### src/rtl/video_block_source.sv
// rtl/video_block_source.sv - raster RGB test-pattern source with a solid rectangle on a background
//
// Purpose: emits frames of WIDTH x HEIGHT 24-bit pixels under valid/ready flow control,
// painting block_colour inside a BLOCK_W x BLOCK_H rectangle at (block_x, block_y) and
// bg_colour elsewhere. Optional idle gaps follow each line (H_GAP) and each frame (V_GAP).
//
// Ports:
//   clk, resetn        clock, synchronous active-low reset
//   enable             level; frames are produced back to back while high
//   block_x, block_y   rectangle top-left corner (captured at frame start)
//   block_colour       rectangle pixel value (captured at frame start)
//   bg_colour          background pixel value (captured at frame start)
//   pixel_out          pixel data, 0 when valid is low
//   valid, ready       beat handshake; a beat transfers when both are high at posedge
//   sof                beat is pixel (0,0)
//   eol                beat is the last pixel of a line
//   frame_done         one-cycle pulse after the final beat of a frame is accepted
module video_block_source #(
    parameter int WIDTH   = 640,
    parameter int HEIGHT  = 480,
    parameter int BLOCK_W = 32,
    parameter int BLOCK_H = 32,
    parameter int H_GAP   = 0,
    parameter int V_GAP   = 16
) (
    input  logic        clk,
    input  logic        resetn,
    input  logic        enable,
    input  logic [15:0] block_x,
    input  logic [15:0] block_y,
    input  logic [23:0] block_colour,
    input  logic [23:0] bg_colour,
    output logic [23:0] pixel_out,
    output logic        valid,
    input  logic        ready,
    output logic        sof,
    output logic        eol,
    output logic        frame_done
);

    localparam int XW   = (WIDTH > 1) ? $clog2(WIDTH) : 1;
    localparam int YW   = (HEIGHT > 1) ? $clog2(HEIGHT) : 1;
    localparam int GMAX = (H_GAP > V_GAP) ? H_GAP : V_GAP;
    localparam int GW   = (GMAX > 1) ? $clog2(GMAX) : 1;

    localparam logic [XW-1:0] X_LAST = XW'(WIDTH - 1);
    localparam logic [YW-1:0] Y_LAST = YW'(HEIGHT - 1);
    // Gap terminal counts; a zero-length gap state is never entered, so the
    // wrapped value for a zero parameter is unreachable.
    localparam logic [GW-1:0] H_LAST = GW'(H_GAP - 1);
    localparam logic [GW-1:0] V_LAST = GW'(V_GAP - 1);

    typedef enum logic [1:0] {
        S_IDLE,
        S_ACTIVE,
        S_HGAP,
        S_VGAP
    } state_t;

    state_t        state, state_nxt;
    logic [XW-1:0] x, x_nxt;
    logic [YW-1:0] y, y_nxt;
    logic [GW-1:0] gap_cnt, gap_nxt;
    logic          latch;
    logic          done_nxt;

    logic [15:0]   bx_sh, by_sh;
    logic [23:0]   blk_sh, bg_sh;

    always_comb begin
        state_nxt = state;
        x_nxt     = x;
        y_nxt     = y;
        gap_nxt   = gap_cnt;
        latch     = 1'b0;
        done_nxt  = 1'b0;
        case (state)
            S_IDLE: begin
                if (enable) begin
                    latch     = 1'b1;
                    state_nxt = S_ACTIVE;
                end
            end
            S_ACTIVE: begin
                if (ready) begin
                    if (x == X_LAST) begin
                        x_nxt   = '0;
                        gap_nxt = '0;
                        if (y == Y_LAST) begin
                            y_nxt     = '0;
                            done_nxt  = 1'b1;
                            state_nxt = (V_GAP > 0) ? S_VGAP : S_IDLE;
                        end else begin
                            y_nxt     = y + YW'(1);
                            state_nxt = (H_GAP > 0) ? S_HGAP : S_ACTIVE;
                        end
                    end else begin
                        x_nxt = x + XW'(1);
                    end
                end
            end
            S_HGAP: begin
                if (gap_cnt == H_LAST) begin
                    gap_nxt   = '0;
                    state_nxt = S_ACTIVE;
                end else begin
                    gap_nxt = gap_cnt + GW'(1);
                end
            end
            S_VGAP: begin
                if (gap_cnt == V_LAST) begin
                    gap_nxt = '0;
                    if (enable) begin
                        latch     = 1'b1;
                        state_nxt = S_ACTIVE;
                    end else begin
                        state_nxt = S_IDLE;
                    end
                end else begin
                    gap_nxt = gap_cnt + GW'(1);
                end
            end
            default: state_nxt = S_IDLE;
        endcase
    end

    always_ff @(posedge clk) begin
        if (!resetn) begin
            state      <= S_IDLE;
            x          <= '0;
            y          <= '0;
            gap_cnt    <= '0;
            frame_done <= 1'b0;
            bx_sh      <= '0;
            by_sh      <= '0;
            blk_sh     <= '0;
            bg_sh      <= '0;
        end else begin
            state      <= state_nxt;
            x          <= x_nxt;
            y          <= y_nxt;
            gap_cnt    <= gap_nxt;
            frame_done <= done_nxt;
            // Configuration is captured only when a frame begins so that
            // every frame is painted with one consistent rectangle.
            if (latch) begin
                bx_sh  <= block_x;
                by_sh  <= block_y;
                blk_sh <= block_colour;
                bg_sh  <= bg_colour;
            end
        end
    end

    // Rectangle bounds in 17 bits so bx+BLOCK_W-1 cannot wrap back into the frame.
    logic [16:0] x_ext, y_ext, x_lo, x_hi, y_lo, y_hi;
    logic        in_blk;

    always_comb begin
        x_ext  = 17'(x);
        y_ext  = 17'(y);
        x_lo   = {1'b0, bx_sh};
        y_lo   = {1'b0, by_sh};
        x_hi   = x_lo + 17'(BLOCK_W - 1);
        y_hi   = y_lo + 17'(BLOCK_H - 1);
        in_blk = (x_ext >= x_lo) && (x_ext <= x_hi) && (y_ext >= y_lo) && (y_ext <= y_hi);
    end

    // Outputs are decoded from held state, so they stay stable under backpressure.
    assign valid     = (state == S_ACTIVE);
    assign pixel_out = valid ? (in_blk ? blk_sh : bg_sh) : 24'h0;
    assign sof       = valid && (x == '0) && (y == '0);
    assign eol       = valid && (x == X_LAST);

endmodule

### config.mk
export PLATFORM = sky130hd
export DESIGN_NAME = video_block_source
export DESIGN_NICKNAME = d
export VERILOG_FILES = /design/src/rtl/video_block_source.sv
export SDC_FILE = /design/constraint.sdc
export NUM_CORES = 1
export LEC_CHECK = 0
export CAP_MARGIN = 20
export CORE_ASPECT_RATIO = 1.4
export CORE_MARGIN = 3
export CORE_UTILIZATION = 45
export CTS_BUF_LIST = sky130_fd_sc_hd__clkbuf_8
export CTS_CLUSTER_DIAMETER = 60
export CTS_CLUSTER_SIZE = 25
export DETAILED_ROUTE_END_ITERATION = 10
export DONT_BUFFER_PORTS = 1
export SETUP_SLACK_MARGIN = 0.05
export SYNTH_ARGS = -nofsm -noshare
export SYNTH_HDL_FRONTEND = slang
export SYNTH_SLANG_ARGS = --single-unit
export TNS_END_PERCENT = 50
### constraint.sdc
create_clock -name clk -period 4.8 [get_ports clk]
set_input_delay 0.96 -clock clk [delete_from_list [all_inputs] [get_ports clk]]
set_output_delay 0.96 -clock clk [all_outputs]
set_load 0.02 [all_outputs]
==> results of run 1 <==
[cells by family after synthesis]
logic type / after synthesis / share of synthesized area
flops: 106 / 0.349
simple gates: 321 / 0.241
fa+ha+maj: 49 / 0.101
compound gates: 187 / 0.203
xor+xnor: 29 / 0.0418
mux: 4 / 0.00700
buf+inv: 76 / 0.0572
[Yosys cell counts (10+ instances only)]
cell	n	share of area
sky130_fd_sc_hd__nand2_1	194	0.12
sky130_fd_sc_hd__a21oi_1	122	0.10
sky130_fd_sc_hd__dfxtp_1	106	0.35
sky130_fd_sc_hd__ha_1	49	0.10
sky130_fd_sc_hd__nand4_1	37	0.038
sky130_fd_sc_hd__clkbuf_1	33	0.020
sky130_fd_sc_hd__nor2_1	31	0.019
sky130_fd_sc_hd__inv_1	29	0.018
sky130_fd_sc_hd__o31ai_2	19	0.039
sky130_fd_sc_hd__xnor2_1	19	0.027
sky130_fd_sc_hd__nand3_1	13	0.011
sky130_fd_sc_hd__nor3_1	13	0.011
sky130_fd_sc_hd__xor2_1	10	0.014
[timing repair]
item	in CTS	in global routing
pin swaps	5	2
cloned	1	2
setup endpoints to repair	24	24
resized for setup	16	17
setup buffers	1	9
[path summary, 6_finish.rpt]
| check | start | depth (start not counted) | slack [ns] | end |
|---|---|---|---|---|
| worst max-delay path | bx_sh[1]$_SDFFE_PN0P_ | 15 | 0.16 | pixel_out[2] |
| worst min-delay path | bx_sh[13]$_SDFFE_PN0P_ | 2 | 0.46 | bx_sh[13]$_SDFFE_PN0P_ |
| worst max register to register | state[1]$_SDFFE_PN0P_ | 9 | 1.97 | gap_cnt[3]$_SDFFE_PN0P_ |
| worst min register to register | bx_sh[13]$_SDFFE_PN0P_ | 2 | 0.46 | bx_sh[13]$_SDFFE_PN0P_ |
[through the flow]
stage / cell area [um2] / hold WS [ns] / instances
after floorplan: 6080 / 0.431 / 772
after global placement: 6370 / 0.444 / 938
after detailed placement: 6370 / 0.446 / 938
after CTS: 6710 / 0.461 / 956
after global routing: 6920 / 0.475 / 968
final: 6920 / 0.457 / 968
[sequential cells by signal (all words and copies together) (netlist names), 2 cells and up]
name / cells
gap_cnt: 4
state: 2
x: 10
bx_sh: 16
bg_sh: 24
y: 9
blk_sh: 24
by_sh: 16
[where the power goes]
part / internal (mW) / switching, mW / leakage [nW]
Combinational: 0.173 / 0.280 / 1.51
Sequential: 0.924 / 0.0393 / 0.865
Clock: 0.352 / 0.325 / 0.126
[cells in the final DEF (no fill, tap or decap), types with 10 or more instances in the layout]
cell type	n
sky130_fd_sc_hd__nand2_1	194
sky130_fd_sc_hd__buf_4	37
sky130_fd_sc_hd__nor2_1	31
sky130_fd_sc_hd__nand4_1	37
sky130_fd_sc_hd__xnor2_1	19
sky130_fd_sc_hd__nand3_1	13
sky130_fd_sc_hd__o31ai_2	21
sky130_fd_sc_hd__a21oi_1	120
sky130_fd_sc_hd__nor3_1	13
sky130_fd_sc_hd__dfxtp_1	103
sky130_fd_sc_hd__ha_1	47
sky130_fd_sc_hd__xor2_1	10
sky130_fd_sc_hd__inv_1	27
[area by class of cell]
type                       instances  area [um2]
clock buffer                       9         124
clock inverter                     7         124
fill                            1302        6140
inverter                          31         119
multi-input combinational        590        3730
sequential                       106        2130
tap                              178         223
timing repair buffer              47         469
[layer usage]
metal  track usage  vias up  wire length, um
met3        0.0449       29              830
li1              -     2730                -
met2         0.402      151             8700
met1         0.249     2611             6800
met5             0        -                0
met4         0.104        0              416
[worst min-delay path: stages, from the launching register on]
cell,delay (ns)
sky130_fd_sc_hd__dfxtp_1,0.32
sky130_fd_sc_hd__nand2_1,0.05
sky130_fd_sc_hd__a21oi_1,0.05
==> metrics.txt, run 1 <==
# TYPE chip_impl_metric gauge
chip_impl_metric{name="drc",unit=""} 0
chip_impl_metric{name="fmax",unit="MHz"} 215
chip_impl_metric{name="num_vias",unit=""} 5521
chip_impl_info{name="crit_path_cell_trace",value="inv_2, ha_4, or4b_4, nand4_1, xnor2_1, ha_1, a21oi_1, o21ai_1, a21oi_1, a211oi_2, or4_4, buf_12, o31ai_2, a21oi_1, buf_4"} 1
chip_impl_metric{name="post_route_cells_drive_above_1_share",unit=""} 0.142
chip_impl_metric{name="postSynthRegisterBits",unit=""} 106
chip_impl_metric{name="clockBufferDepth",unit=""} 2
chip_impl_metric{name="setup_tns",unit="ns"} 0
chip_impl_metric{name="detail_route.iter0.violations",unit=""} 192
chip_impl_metric{name="hpwl",unit="mm"} 11.9
chip_impl_metric{name="cap_violations",unit=""} 0
chip_impl_metric{name="routability_congestion",unit=""} 0.862
chip_impl_metric{name="fin_nets",unit=""} 918
chip_impl_info{name="synthFlopType",value="sky130_fd_sc_hd__dfxtp_1"} 1
chip_impl_metric{name="layout-area-overhead-vs-synth",unit="%"} 13.9
chip_impl_metric{name="timing.critical_path.required",unit="ns"} 3.84
chip_impl_metric{name="cts_htree_levels",unit=""} 3
chip_impl_metric{name="net_count_synth",unit=""} 905
chip_impl_metric{name="asyncSetResetFlopFracSynth",unit=""} 0
chip_impl_info{name="worstSetupStartpointType",value="flop"} 1
chip_impl_metric{name="grt_pass1_vias",unit=""} 5465
chip_impl_metric{name="relSlewSlack",unit=""} 0.361
chip_impl_info{name="cts_root_buffer",value="sky130_fd_sc_hd__clkbuf_8"} 1
chip_impl_metric{name="timing.critical_path.arrival",unit="ns"} 3.68
chip_impl_metric{name="routed_wl",unit="mm"} 16.7
chip_impl_metric{name="utilization",unit=""} 0.530
chip_impl_metric{name="clock_transition_at_path_regs",unit="ns"} 0.10
chip_impl_info{name="critical-path-slowest-cell",value="sky130_fd_sc_hd__or4_4"} 1
chip_impl_metric{name="average_wire_per_cell_in_the_routed_design",unit="um"} 17.3
chip_impl_info{name="rsz0062_at_grt",value="true"} 1
chip_impl_info{name="outcome",value="complete, no violations"} 1
chip_impl_metric{name="syn_area_per_cell",unit="um2"} 7.87
chip_impl_metric{name="finalCriticalPeriod",unit="ns"} 4.64
chip_impl_metric{name="dieArea",unit="mm2"} 0.0150
chip_impl_info{name="critical-path-top-delay-family",value="simple AND/OR/NAND/NOR gates"} 1
chip_impl_metric{name="start_util",unit=""} 0.465
chip_impl_metric{name="overflow",unit=""} 0
chip_impl_metric{name="place_ws",unit="ns"} 0.268
chip_impl_metric{name="synthesis_warning_total",unit=""} 0
chip_impl_metric{name="core",unit="mm2"} 0.0131
chip_impl_info{name="worst_hold_path_type",value="reg2reg"} 1
chip_impl_metric{name="synth.yosys.seq_area_share",unit=""} 0.349
chip_impl_metric{name="timing.final.ws_setup",unit="ns"} 0.156
chip_impl_metric{name="worst-path-buf-inv",unit=""} 3
chip_impl_metric{name="vdd.ir_drop.worst",unit="uV"} 159
chip_impl_metric{name="worst_slew_pin_tran",unit="ns"} 0.946
chip_impl_metric{name="min_period_over_period",unit=""} 0.967
chip_impl_metric{name="numClockSinks",unit=""} 106
chip_impl_info{name="worst_path_most_repeated_cell",value="sky130_fd_sc_hd__a21oi_1"} 1
chip_impl_metric{name="synth_edf_count",unit=""} 0
chip_impl_metric{name="grt_antenna_before_repair",unit=""} 0
chip_impl_metric{name="netlist_instances",unit=""} 772
chip_impl_metric{name="die_height",unit="um"} 144
chip_impl_metric{name="cellLeakagePower",unit="nW"} 2.50
chip_impl_metric{name="drtAntennaViolNets",unit=""} 0
chip_impl_metric{name="netlist_cell_types",unit=""} 60
chip_impl_metric{name="number_of_input_and_output_port_buffers_inserted",unit=""} 0
chip_impl_metric{name="drt_pre_antenna_iters",unit=""} 5
chip_impl_metric{name="clk_latency",unit="ns"} 0.40
chip_impl_metric{name="routed_via_density",unit=""} 5.70
chip_impl_metric{name="grt_first_pass_wirelength",unit="mm"} 26.6
chip_impl_metric{name="cts_buffers",unit=""} 9
chip_impl_metric{name="number_of_hold_buffers_added_after_cts",unit=""} 0
chip_impl_metric{name="fp-row-count",unit=""} 49
chip_impl_metric{name="finalSetupViolations",unit=""} 0
chip_impl_metric{name="critical_path_peak_fanout",unit=""} 6
chip_impl_metric{name="report.final.hold_viol_count",unit=""} 0
chip_impl_metric{name="power_density",unit="mW/mm2"} 302
chip_impl_metric{name="fin_skew",unit="ns"} 0.0113
chip_impl_metric{name="maximum_number_of_pins_on_one_net_before_global_route_repair",unit=""} 81
chip_impl_metric{name="power.total",unit="mW"} 2.09
chip_impl_metric{name="antennaDiodeCount",unit=""} 0
chip_impl_metric{name="die_outline_width",unit="um"} 104
chip_impl_metric{name="boundaryPins",unit=""} 112
chip_impl_metric{name="max_transition_viols_final",unit=""} 0
chip_impl_metric{name="cp_slowest_stage_delay",unit="ns"} 0.57
chip_impl_metric{name="synth_area",unit="mm2"} 0.00608
chip_impl_info{name="timing.critical_path.to_type",value="output port"} 1
chip_impl_metric{name="gr-usage-all-layers",unit=""} 0.221
chip_impl_info{name="clock_tree_from_tritoncts",value="done"} 1
chip_impl_info{name="timing.setup.critical_path_class",value="reg2out"} 1
Note: power is estimated with default switching activity, not from simulation.
==> run 2: changes to the inputs <==
ABC_AREA = 1   (was not set)
PLACE_DENSITY = 0.65   (was not set)
SLEW_MARGIN = 20   (was not set)
==> metrics.txt, run 2 <==
# TYPE chip_impl_metric gauge
chip_impl_metric{name="antennaDiodeCount",unit=""} 0
chip_impl_metric{name="average_wire_per_cell_in_the_routed_design",unit="um"} 14.4
chip_impl_info{name="main_combinational_cell_family_by_area_after_synthesis",value="simple AND/OR/NAND/NOR gates"} 1
chip_impl_metric{name="netlist_cell_types",unit=""} 37
chip_impl_info{name="netlist_top_cells_area",value="sky130_fd_sc_hd__dfxtp_1 (32%), sky130_fd_sc_hd__ha_1 (9.2%), sky130_fd_sc_hd__nand2_1 (9.2%), sky130_fd_sc_hd__o21ai_0 (6.9%), sky130_fd_sc_hd__a21oi_1 (6.7%)"} 1
chip_impl_metric{name="routed_wl",unit="mm"} 16.4
chip_impl_metric{name="synth_edf_count",unit=""} 0
chip_impl_metric{name="utilization",unit=""} 0.497
chip_impl_metric{name="worst-r2r-cell-count",unit=""} 14
chip_impl_info{name="critical-path-slowest-cell",value="sky130_fd_sc_hd__dfxtp_1"} 1
chip_impl_metric{name="grt_first_pass_wirelength",unit="mm"} 26.8
chip_impl_metric{name="drtAntennaViolNets",unit=""} 0
chip_impl_metric{name="timing.critical_path.arrival",unit="ns"} 3.46
chip_impl_metric{name="die_height",unit="um"} 150
chip_impl_info{name="reg2reg_launch_point",value="state[1]$_SDFFE_PN0P_"} 1
chip_impl_metric{name="timing.critical_path.required",unit="ns"} 3.84
chip_impl_metric{name="core",unit="mm2"} 0.0142
chip_impl_metric{name="worst_slew_pin_tran",unit="ns"} 0.479
chip_impl_metric{name="start_util",unit=""} 0.469
chip_impl_metric{name="routed_via_density",unit=""} 5.25
chip_impl_metric{name="synth_compound_gate_area_share",unit=""} 0.146
chip_impl_metric{name="critical_path_peak_fanout",unit=""} 8
chip_impl_metric{name="overflow",unit=""} 0
chip_impl_info{name="synthFlopType",value="sky130_fd_sc_hd__dfxtp_1"} 1
chip_impl_metric{name="grt_pass1_vias",unit=""} 5703
chip_impl_metric{name="number_of_hold_buffers_added_after_cts",unit=""} 0
chip_impl_metric{name="synth_area",unit="mm2"} 0.00664
chip_impl_metric{name="numClockSinks",unit=""} 106
chip_impl_metric{name="netlist_instances",unit=""} 958
chip_impl_metric{name="cell_area_after_layout",unit="mm2"} 0.00704
chip_impl_info{name="reg_top3",value="bg_sh: 24 flops, blk_sh: 24 flops"} 1
chip_impl_metric{name="routability_congestion",unit=""} 0.891
chip_impl_metric{name="cp_slowest_stage_delay",unit="ns"} 0.32
chip_impl_metric{name="gr-usage-all-layers",unit=""} 0.207
chip_impl_info{name="worstSetupStartpointType",value="flop"} 1
chip_impl_metric{name="setup_tns",unit="ns"} 0
chip_impl_metric{name="finalSetupViolations",unit=""} 0
chip_impl_metric{name="detail_route.iter0.violations",unit=""} 261
chip_impl_metric{name="report.final.hold_viol_count",unit=""} 0
chip_impl_info{name="synth.most_common_cell",value="sky130_fd_sc_hd__nand2_1"} 1
chip_impl_metric{name="worst_hold_slack_after_final_layout",unit="ns"} 0.461
chip_impl_info{name="outcome",value="complete, no violations"} 1
chip_impl_metric{name="synth_xor_xnor_area_share",unit=""} 0.0224
chip_impl_metric{name="worst_reg_to_reg_setup_slack",unit="ns"} 2.44
chip_impl_info{name="final_common_cell",value="sky130_fd_sc_hd__nand2_1"} 1
chip_impl_info{name="clock_tree_from_tritoncts",value="done"} 1
chip_impl_info{name="crit_path_cell_trace",value="inv_1, ha_1, inv_1, nor2_2, nand2_2, nand2_1, nor2_1, xor2_1, ha_1, nand2_1, nor3_1, nand2_1, nand2_1, nor2_1, nand2_1, nor2_2, nand2_2, nand3_2, nor2_4, buf_4, nor2_1, nor2_2"} 1
chip_impl_info{name="min_delay_worst_endpoint",value="blk_sh[2]$_SDFFE_PN0P_"} 1
chip_impl_metric{name="clk_latency",unit="ns"} 0.39
chip_impl_metric{name="hpwl",unit="mm"} 12.5
chip_impl_info{name="timing.critical_path.to_type",value="output port"} 1
chip_impl_metric{name="clockBufferDepth",unit=""} 2
chip_impl_metric{name="drc",unit=""} 0
chip_impl_metric{name="synthAdderAreaFrac",unit=""} 0.0923
chip_impl_metric{name="cellLeakagePower",unit="nW"} 2.90
chip_impl_metric{name="min_period_over_period",unit=""} 0.922
chip_impl_metric{name="synth.yosys.seq_area_share",unit=""} 0.320
chip_impl_info{name="post-synth-top-area-cell",value="sky130_fd_sc_hd__dfxtp_1"} 1
chip_impl_info{name="hold_path_startpoint",value="blk_sh[2]$_SDFFE_PN0P_"} 1
chip_impl_metric{name="fp-row-count",unit=""} 51
chip_impl_metric{name="num_vias",unit=""} 5981
chip_impl_info{name="timing.rr.end",value="y[4]$_SDFFE_PN0P_"} 1
chip_impl_info{name="worst_hold_path_type",value="reg2reg"} 1
chip_impl_metric{name="whs_path_depth",unit=""} 2
chip_impl_info{name="post_synth_most_frequent_cells",value="sky130_fd_sc_hd__nand2_1 (163), sky130_fd_sc_hd__inv_1 (117), sky130_fd_sc_hd__nor2_1 (115)"} 1
chip_impl_metric{name="post_synth_mux_area_share",unit=""} 0
chip_impl_metric{name="clock_transition_at_path_regs",unit="ns"} 0.11
chip_impl_metric{name="finalCriticalPeriod",unit="ns"} 4.42
chip_impl_metric{name="detailed_place.area",unit="mm2"} 0.00675
chip_impl_info{name="rsz0062_at_grt",value="false"} 1
chip_impl_metric{name="fin_skew",unit="ns"} 0.0100
chip_impl_metric{name="cap_violations",unit=""} 0
chip_impl_metric{name="grt_antenna_before_repair",unit=""} 0
chip_impl_info{name="final_cell_mix",value="sky130_fd_sc_hd__nand2_1 (163), sky130_fd_sc_hd__inv_1 (117), sky130_fd_sc_hd__nor2_1 (111)"} 1
chip_impl_metric{name="layout-area-overhead-vs-synth",unit="%"} 6.01
chip_impl_metric{name="asyncSetResetFlopFracSynth",unit=""} 0
chip_impl_metric{name="cts_buffers",unit=""} 9
chip_impl_metric{name="net_count_synth",unit=""} 1091
chip_impl_metric{name="maximum_number_of_pins_on_one_net_before_global_route_repair",unit=""} 91
chip_impl_metric{name="synth_simple_gate_area_share",unit=""} 0.324
chip_impl_metric{name="fin_nets",unit=""} 1083
chip_impl_metric{name="vdd.ir_drop.worst",unit="uV"} 241
chip_impl_metric{name="dieArea",unit="mm2"} 0.0163
chip_impl_metric{name="drt_pre_antenna_iters",unit=""} 5
chip_impl_metric{name="postSynthRegisterBits",unit=""} 106
chip_impl_metric{name="post_route_cells_drive_above_1_share",unit=""} 0.132
chip_impl_metric{name="cts_htree_levels",unit=""} 3
chip_impl_info{name="cts_root_buffer",value="sky130_fd_sc_hd__clkbuf_8"} 1
chip_impl_metric{name="die_outline_width",unit="um"} 109
chip_impl_metric{name="relSlewSlack",unit=""} 0.680
chip_impl_metric{name="number_of_input_and_output_port_buffers_inserted",unit=""} 0
chip_impl_metric{name="power.total",unit="mW"} 3.80
chip_impl_info{name="worst_path_most_repeated_cell",value="sky130_fd_sc_hd__nand2_1"} 1
chip_impl_info{name="timing.setup.critical_path_class",value="reg2out"} 1
chip_impl_metric{name="fmax",unit="MHz"} 226
chip_impl_metric{name="max_transition_viols_final",unit=""} 0
chip_impl_metric{name="power_density",unit="mW/mm2"} 540
chip_impl_metric{name="synth_top_area_share",unit=""} 0.320
chip_impl_metric{name="synthesis_warning_total",unit=""} 0
chip_impl_metric{name="boundaryPins",unit=""} 112
chip_impl_metric{name="syn_area_per_cell",unit="um2"} 6.93
[run 2: changes by cell type after synthesis, sizes merged, moves of 16 or more]
cell,delta
a21oi,-33
inv,+90
nand2,-22
nand3,+41
nand4,-16
nor2,+130
o21ai,+85
o31ai,-24
xnor2,-18
[run 2: power by group]
| group | switching (mW) | internal, mW |
|---|---|---|
| registers | 0.191 | 1.15 |
| clock network | 0.331 | 0.246 |
| logic | 1.26 | 0.624 |
| total | 1.79 | 2.02 |
[run 2: layout make-up]
cell class                      count  area (um2)
Inverter                          121         454
Fill cell                        1466        7130
Multi-Input combinational cell    696        3910
Timing Repair Buffer               16         120
Sequential cell                   106        2120
Tap cell                          185         231
Clock inverter                      7        76.3
Clock buffer                        9         124
[run 2: cell families (layout without fill, tap and decap cells)]
| kind of cell | Yosys count | in the layout |
|---|---|---|
| AOI/OAI and AO/OA | 190 | 190 |
| xor gates and xnor gates | 17 | 17 |
| adders and majority gates | 49 | 49 |
| buffers and inverters | 156 | 153 |
| DFF | 106 | 106 |
| and+or+nand+nor | 440 | 440 |
[run 2: how the worst max path moves through the flow]
stage	start	to	cells past startpoint
after floorplan	bx_sh[0]$_SDFFE_PN0P_	pixel_out[13]	22
after global placement	bx_sh[0]$_SDFFE_PN0P_	pixel_out[17]	22
after detailed placement	bx_sh[0]$_SDFFE_PN0P_	pixel_out[17]	22
after CTS	bx_sh[0]$_SDFFE_PN0P_	pixel_out[20]	23
after global routing	bx_sh[0]$_SDFFE_PN0P_	pixel_out[3]	22
final	bx_sh[0]$_SDFFE_PN0P_	pixel_out[3]	22
[run 2: repair_timing]
item	4_1_cts	5_1_grt
resized for setup	0	5
setup endpoints to repair	7	24
setup buffers	4	5
hold endpoints to repair	0	0
pin swaps	1	1
[run 2: worst max-delay path, delay by kind of cell (launching register included)]
family                     cells  cell delay (ns)
xor gates and xnor gates       1             0.15
adders and majority gates      2             0.50
buffers and inverters          3             0.42
DFF                            1             0.32
and+or+nand+nor               16             1.69
[run 2: through the flow]
stage / cells / setup slack (ns)
2_1_floorplan: 958 / 1.10
3_3_place_gp: 1115 / 0.522
3_5_place_dp: 1115 / 0.455
4_1_cts: 1135 / 0.0428
5_1_grt: 1140 / 0.0686
6_report: 1140 / 0.376
[run 2: routing by layer]
| layer | routed length [um] | GRT usage | up-vias |
|---|---|---|---|
| li1 | - | - | 3105 |
| met1 | 7010 | 0.244 | 2718 |
| met2 | 8220 | 0.372 | 131 |
| met3 | 855 | 0.0388 | 27 |
| met4 | 329 | 0.0701 | 0 |
| met5 | 0 | 0 | - |
==> run 3: changes to the inputs <==
CORE_MARGIN = 2   (was 3)
SLEW_MARGIN = 25   (was 20)
==> metrics.txt, run 3 (synthesis gave the netlist of run 2 again) <==
# TYPE chip_impl_metric gauge
chip_impl_info{name="outcome",value="complete, no violations"} 1
chip_impl_metric{name="clk_latency",unit="ns"} 0.38
chip_impl_metric{name="hpwl",unit="mm"} 12.3
chip_impl_metric{name="routability_congestion",unit=""} 0.874
chip_impl_metric{name="core",unit="mm2"} 0.0144
chip_impl_metric{name="dieArea",unit="mm2"} 0.0158
chip_impl_info{name="reg2reg_launch_point",value="gap_cnt[0]$_SDFFE_PN0P_"} 1
chip_impl_metric{name="layout-area-overhead-vs-synth",unit="%"} 6.27
chip_impl_info{name="clock_tree_from_tritoncts",value="done"} 1
chip_impl_metric{name="fin_nets",unit=""} 1085
chip_impl_info{name="hold_path_startpoint",value="blk_sh[0]$_SDFFE_PN0P_"} 1
chip_impl_metric{name="relSlewSlack",unit=""} 0.397
chip_impl_info{name="cts_root_buffer",value="sky130_fd_sc_hd__clkbuf_8"} 1
chip_impl_info{name="worstSetupStartpointType",value="flop"} 1
chip_impl_metric{name="cts_htree_levels",unit=""} 3
chip_impl_metric{name="boundaryPins",unit=""} 112
chip_impl_info{name="reg_top3",value="bg_sh: 24 flops, blk_sh: 24 flops"} 1
chip_impl_metric{name="drt_pre_antenna_iters",unit=""} 5
chip_impl_metric{name="drc",unit=""} 0
chip_impl_metric{name="setup_tns",unit="ns"} 0
chip_impl_metric{name="die_outline_width",unit="um"} 107
chip_impl_metric{name="power_density",unit="mW/mm2"} 538
chip_impl_metric{name="start_util",unit=""} 0.460
chip_impl_metric{name="numClockSinks",unit=""} 106
chip_impl_metric{name="routed_via_density",unit=""} 5.16
chip_impl_info{name="rsz0062_at_grt",value="false"} 1
chip_impl_metric{name="min_period_over_period",unit=""} 0.928
chip_impl_metric{name="num_vias",unit=""} 5914
chip_impl_metric{name="report.final.hold_viol_count",unit=""} 0
chip_impl_metric{name="clock_transition_at_path_regs",unit="ns"} 0.11
chip_impl_metric{name="cell_area_after_layout",unit="mm2"} 0.00706
chip_impl_metric{name="antennaDiodeCount",unit=""} 0
chip_impl_metric{name="finalSetupViolations",unit=""} 0
chip_impl_metric{name="fmax",unit="MHz"} 224
chip_impl_metric{name="timing.critical_path.required",unit="ns"} 3.84
chip_impl_metric{name="fp-row-count",unit=""} 52
chip_impl_info{name="timing.setup.critical_path_class",value="reg2out"} 1
chip_impl_metric{name="worst-r2r-cell-count",unit=""} 7
chip_impl_metric{name="grt_pass1_vias",unit=""} 5649
chip_impl_metric{name="average_wire_per_cell_in_the_routed_design",unit="um"} 14.5
chip_impl_metric{name="critical_path_peak_fanout",unit=""} 7
chip_impl_metric{name="cts_buffers",unit=""} 9
chip_impl_metric{name="clockBufferDepth",unit=""} 2
chip_impl_metric{name="cellLeakagePower",unit="nW"} 2.91
chip_impl_metric{name="detailed_place.area",unit="mm2"} 0.00678
chip_impl_metric{name="finalCriticalPeriod",unit="ns"} 4.46
chip_impl_info{name="final_cell_mix",value="sky130_fd_sc_hd__nand2_1 (163), sky130_fd_sc_hd__inv_1 (117), sky130_fd_sc_hd__nor2_1 (114)"} 1
chip_impl_metric{name="worst_reg_to_reg_setup_slack",unit="ns"} 2.03
chip_impl_metric{name="grt_antenna_before_repair",unit=""} 0
chip_impl_metric{name="vdd.ir_drop.worst",unit="uV"} 374
chip_impl_metric{name="die_height",unit="um"} 148
chip_impl_metric{name="routed_wl",unit="mm"} 16.6
chip_impl_metric{name="number_of_input_and_output_port_buffers_inserted",unit=""} 0
chip_impl_info{name="timing.rr.end",value="by_sh[13]$_SDFFE_PN0P_"} 1
chip_impl_info{name="worst_hold_path_type",value="reg2reg"} 1
chip_impl_metric{name="overflow",unit=""} 0
chip_impl_metric{name="maximum_number_of_pins_on_one_net_before_global_route_repair",unit=""} 91
chip_impl_metric{name="post_route_cells_drive_above_1_share",unit=""} 0.131
chip_impl_metric{name="fin_skew",unit="ns"} 0.0119
chip_impl_metric{name="drtAntennaViolNets",unit=""} 0
chip_impl_metric{name="worst_slew_pin_tran",unit="ns"} 0.904
chip_impl_metric{name="gr-usage-all-layers",unit=""} 0.212
chip_impl_metric{name="whs_path_depth",unit=""} 2
chip_impl_info{name="timing.critical_path.to_type",value="output port"} 1
chip_impl_info{name="min_delay_worst_endpoint",value="blk_sh[0]$_SDFFE_PN0P_"} 1
chip_impl_metric{name="timing.critical_path.arrival",unit="ns"} 3.50
chip_impl_metric{name="max_transition_viols_final",unit=""} 0
chip_impl_metric{name="detail_route.iter0.violations",unit=""} 226
chip_impl_metric{name="cap_violations",unit=""} 0
chip_impl_info{name="final_common_cell",value="sky130_fd_sc_hd__nand2_1"} 1
chip_impl_metric{name="grt_first_pass_wirelength",unit="mm"} 26.9
chip_impl_metric{name="number_of_hold_buffers_added_after_cts",unit=""} 0
## run 3: cell types whose count changed in the layout (fill, tap and decap cells not counted), sizes merged
cell      previous run  this run
buf                 16        17
bufinv               1         0
nor2               161       162
clkinvlp             1         2
## run 3: area by class of cell
cell class                      count  area [um2]
Clock buffer                        9         124
Clock inverter                      7        65.1
Fill cell                        1542        7390
Inverter                          121         454
Multi-Input combinational cell    697        3920
Sequential cell                   106        2120
Tap cell                          189         236
Timing Repair Buffer               17         140
## run 3: repair_timing
item | 4_1_cts | 5_1_grt
resized for setup | 0 | 3
endpoints found under the hold margin | 0 | 0
buffers inserted | 0 | 9
gates cloned | 1 | 0
pin swaps | 1 | 3
setup endpoints to repair | 5 | 24
## run 3: worst max-delay path by stage
stage,from,end,cells after the start
2_1_floorplan,bx_sh[0]$_SDFFE_PN0P_,pixel_out[13],22
3_3_place_gp,bx_sh[0]$_SDFFE_PN0P_,pixel_out[21],22
3_5_place_dp,bx_sh[0]$_SDFFE_PN0P_,pixel_out[17],22
4_1_cts,bx_sh[0]$_SDFFE_PN0P_,pixel_out[7],21
5_1_grt,bx_sh[0]$_SDFFE_PN0P_,pixel_out[17],22
6_report,bx_sh[0]$_SDFFE_PN0P_,pixel_out[5],22
## run 3: metrics by stage
stage | hold WS (ns) | worst slack [ns] | utilization | instances | total power, mW
CTS | 0.465 | 0.0466 | 0.483 | 1137 | 3.80
detailed placement | 0.450 | 0.401 | 0.469 | 1120 | 3.24
global placement | 0.442 | 0.473 | 0.469 | 1120 | 3.21
floorplan | 0.430 | 1.10 | - | 958 | 2.84
finish | 0.462 | 0.344 | 0.489 | 1146 | 3.79
global route | 0.492 | 0.0645 | 0.489 | 1146 | 4.15
## run 3: worst max-delay path: stages, from the launching register on
cell and delay, ns:
sky130_fd_sc_hd__dfxtp_1 0.33, sky130_fd_sc_hd__inv_1 0.17, sky130_fd_sc_hd__ha_1 0.20, sky130_fd_sc_hd__inv_1 0.05, sky130_fd_sc_hd__nor2_2 0.17, sky130_fd_sc_hd__nand2_2 0.10, sky130_fd_sc_hd__nand2_1 0.10, sky130_fd_sc_hd__nor2_1 0.07
sky130_fd_sc_hd__xor2_1 0.14, sky130_fd_sc_hd__ha_1 0.30, sky130_fd_sc_hd__nand2_1 0.09, sky130_fd_sc_hd__nor3_1 0.19, sky130_fd_sc_hd__nand2_1 0.07, sky130_fd_sc_hd__nand2_1 0.06, sky130_fd_sc_hd__nor2_1 0.04, sky130_fd_sc_hd__nand2_1 0.07
sky130_fd_sc_hd__nor2_2 0.04, sky130_fd_sc_hd__nand2_2 0.08, sky130_fd_sc_hd__nand3_2 0.15, sky130_fd_sc_hd__nor2_4 0.24, sky130_fd_sc_hd__buf_4 0.18, sky130_fd_sc_hd__nor2_1 0.05, sky130_fd_sc_hd__nor2_2 0.25
## run 3: power by group
part / internal (mW) / switching (mW) / total [mW]
Combinational: 0.629 / 1.28 / 1.91
Sequential: 1.15 / 0.187 / 1.34
Clock: 0.199 / 0.350 / 0.549
Total: 1.98 / 1.82 / 3.79
## run 3: routing by layer
layer  routed length, um  track usage  vias up  part of all wire
met2                8100        0.370      138              0.49
met4                 544       0.0981        0             0.033
met3                 715       0.0348       36             0.043
met1                7260        0.252     2639              0.44
li1                    -            -     3101                 -
met5                   0            0        -                 0
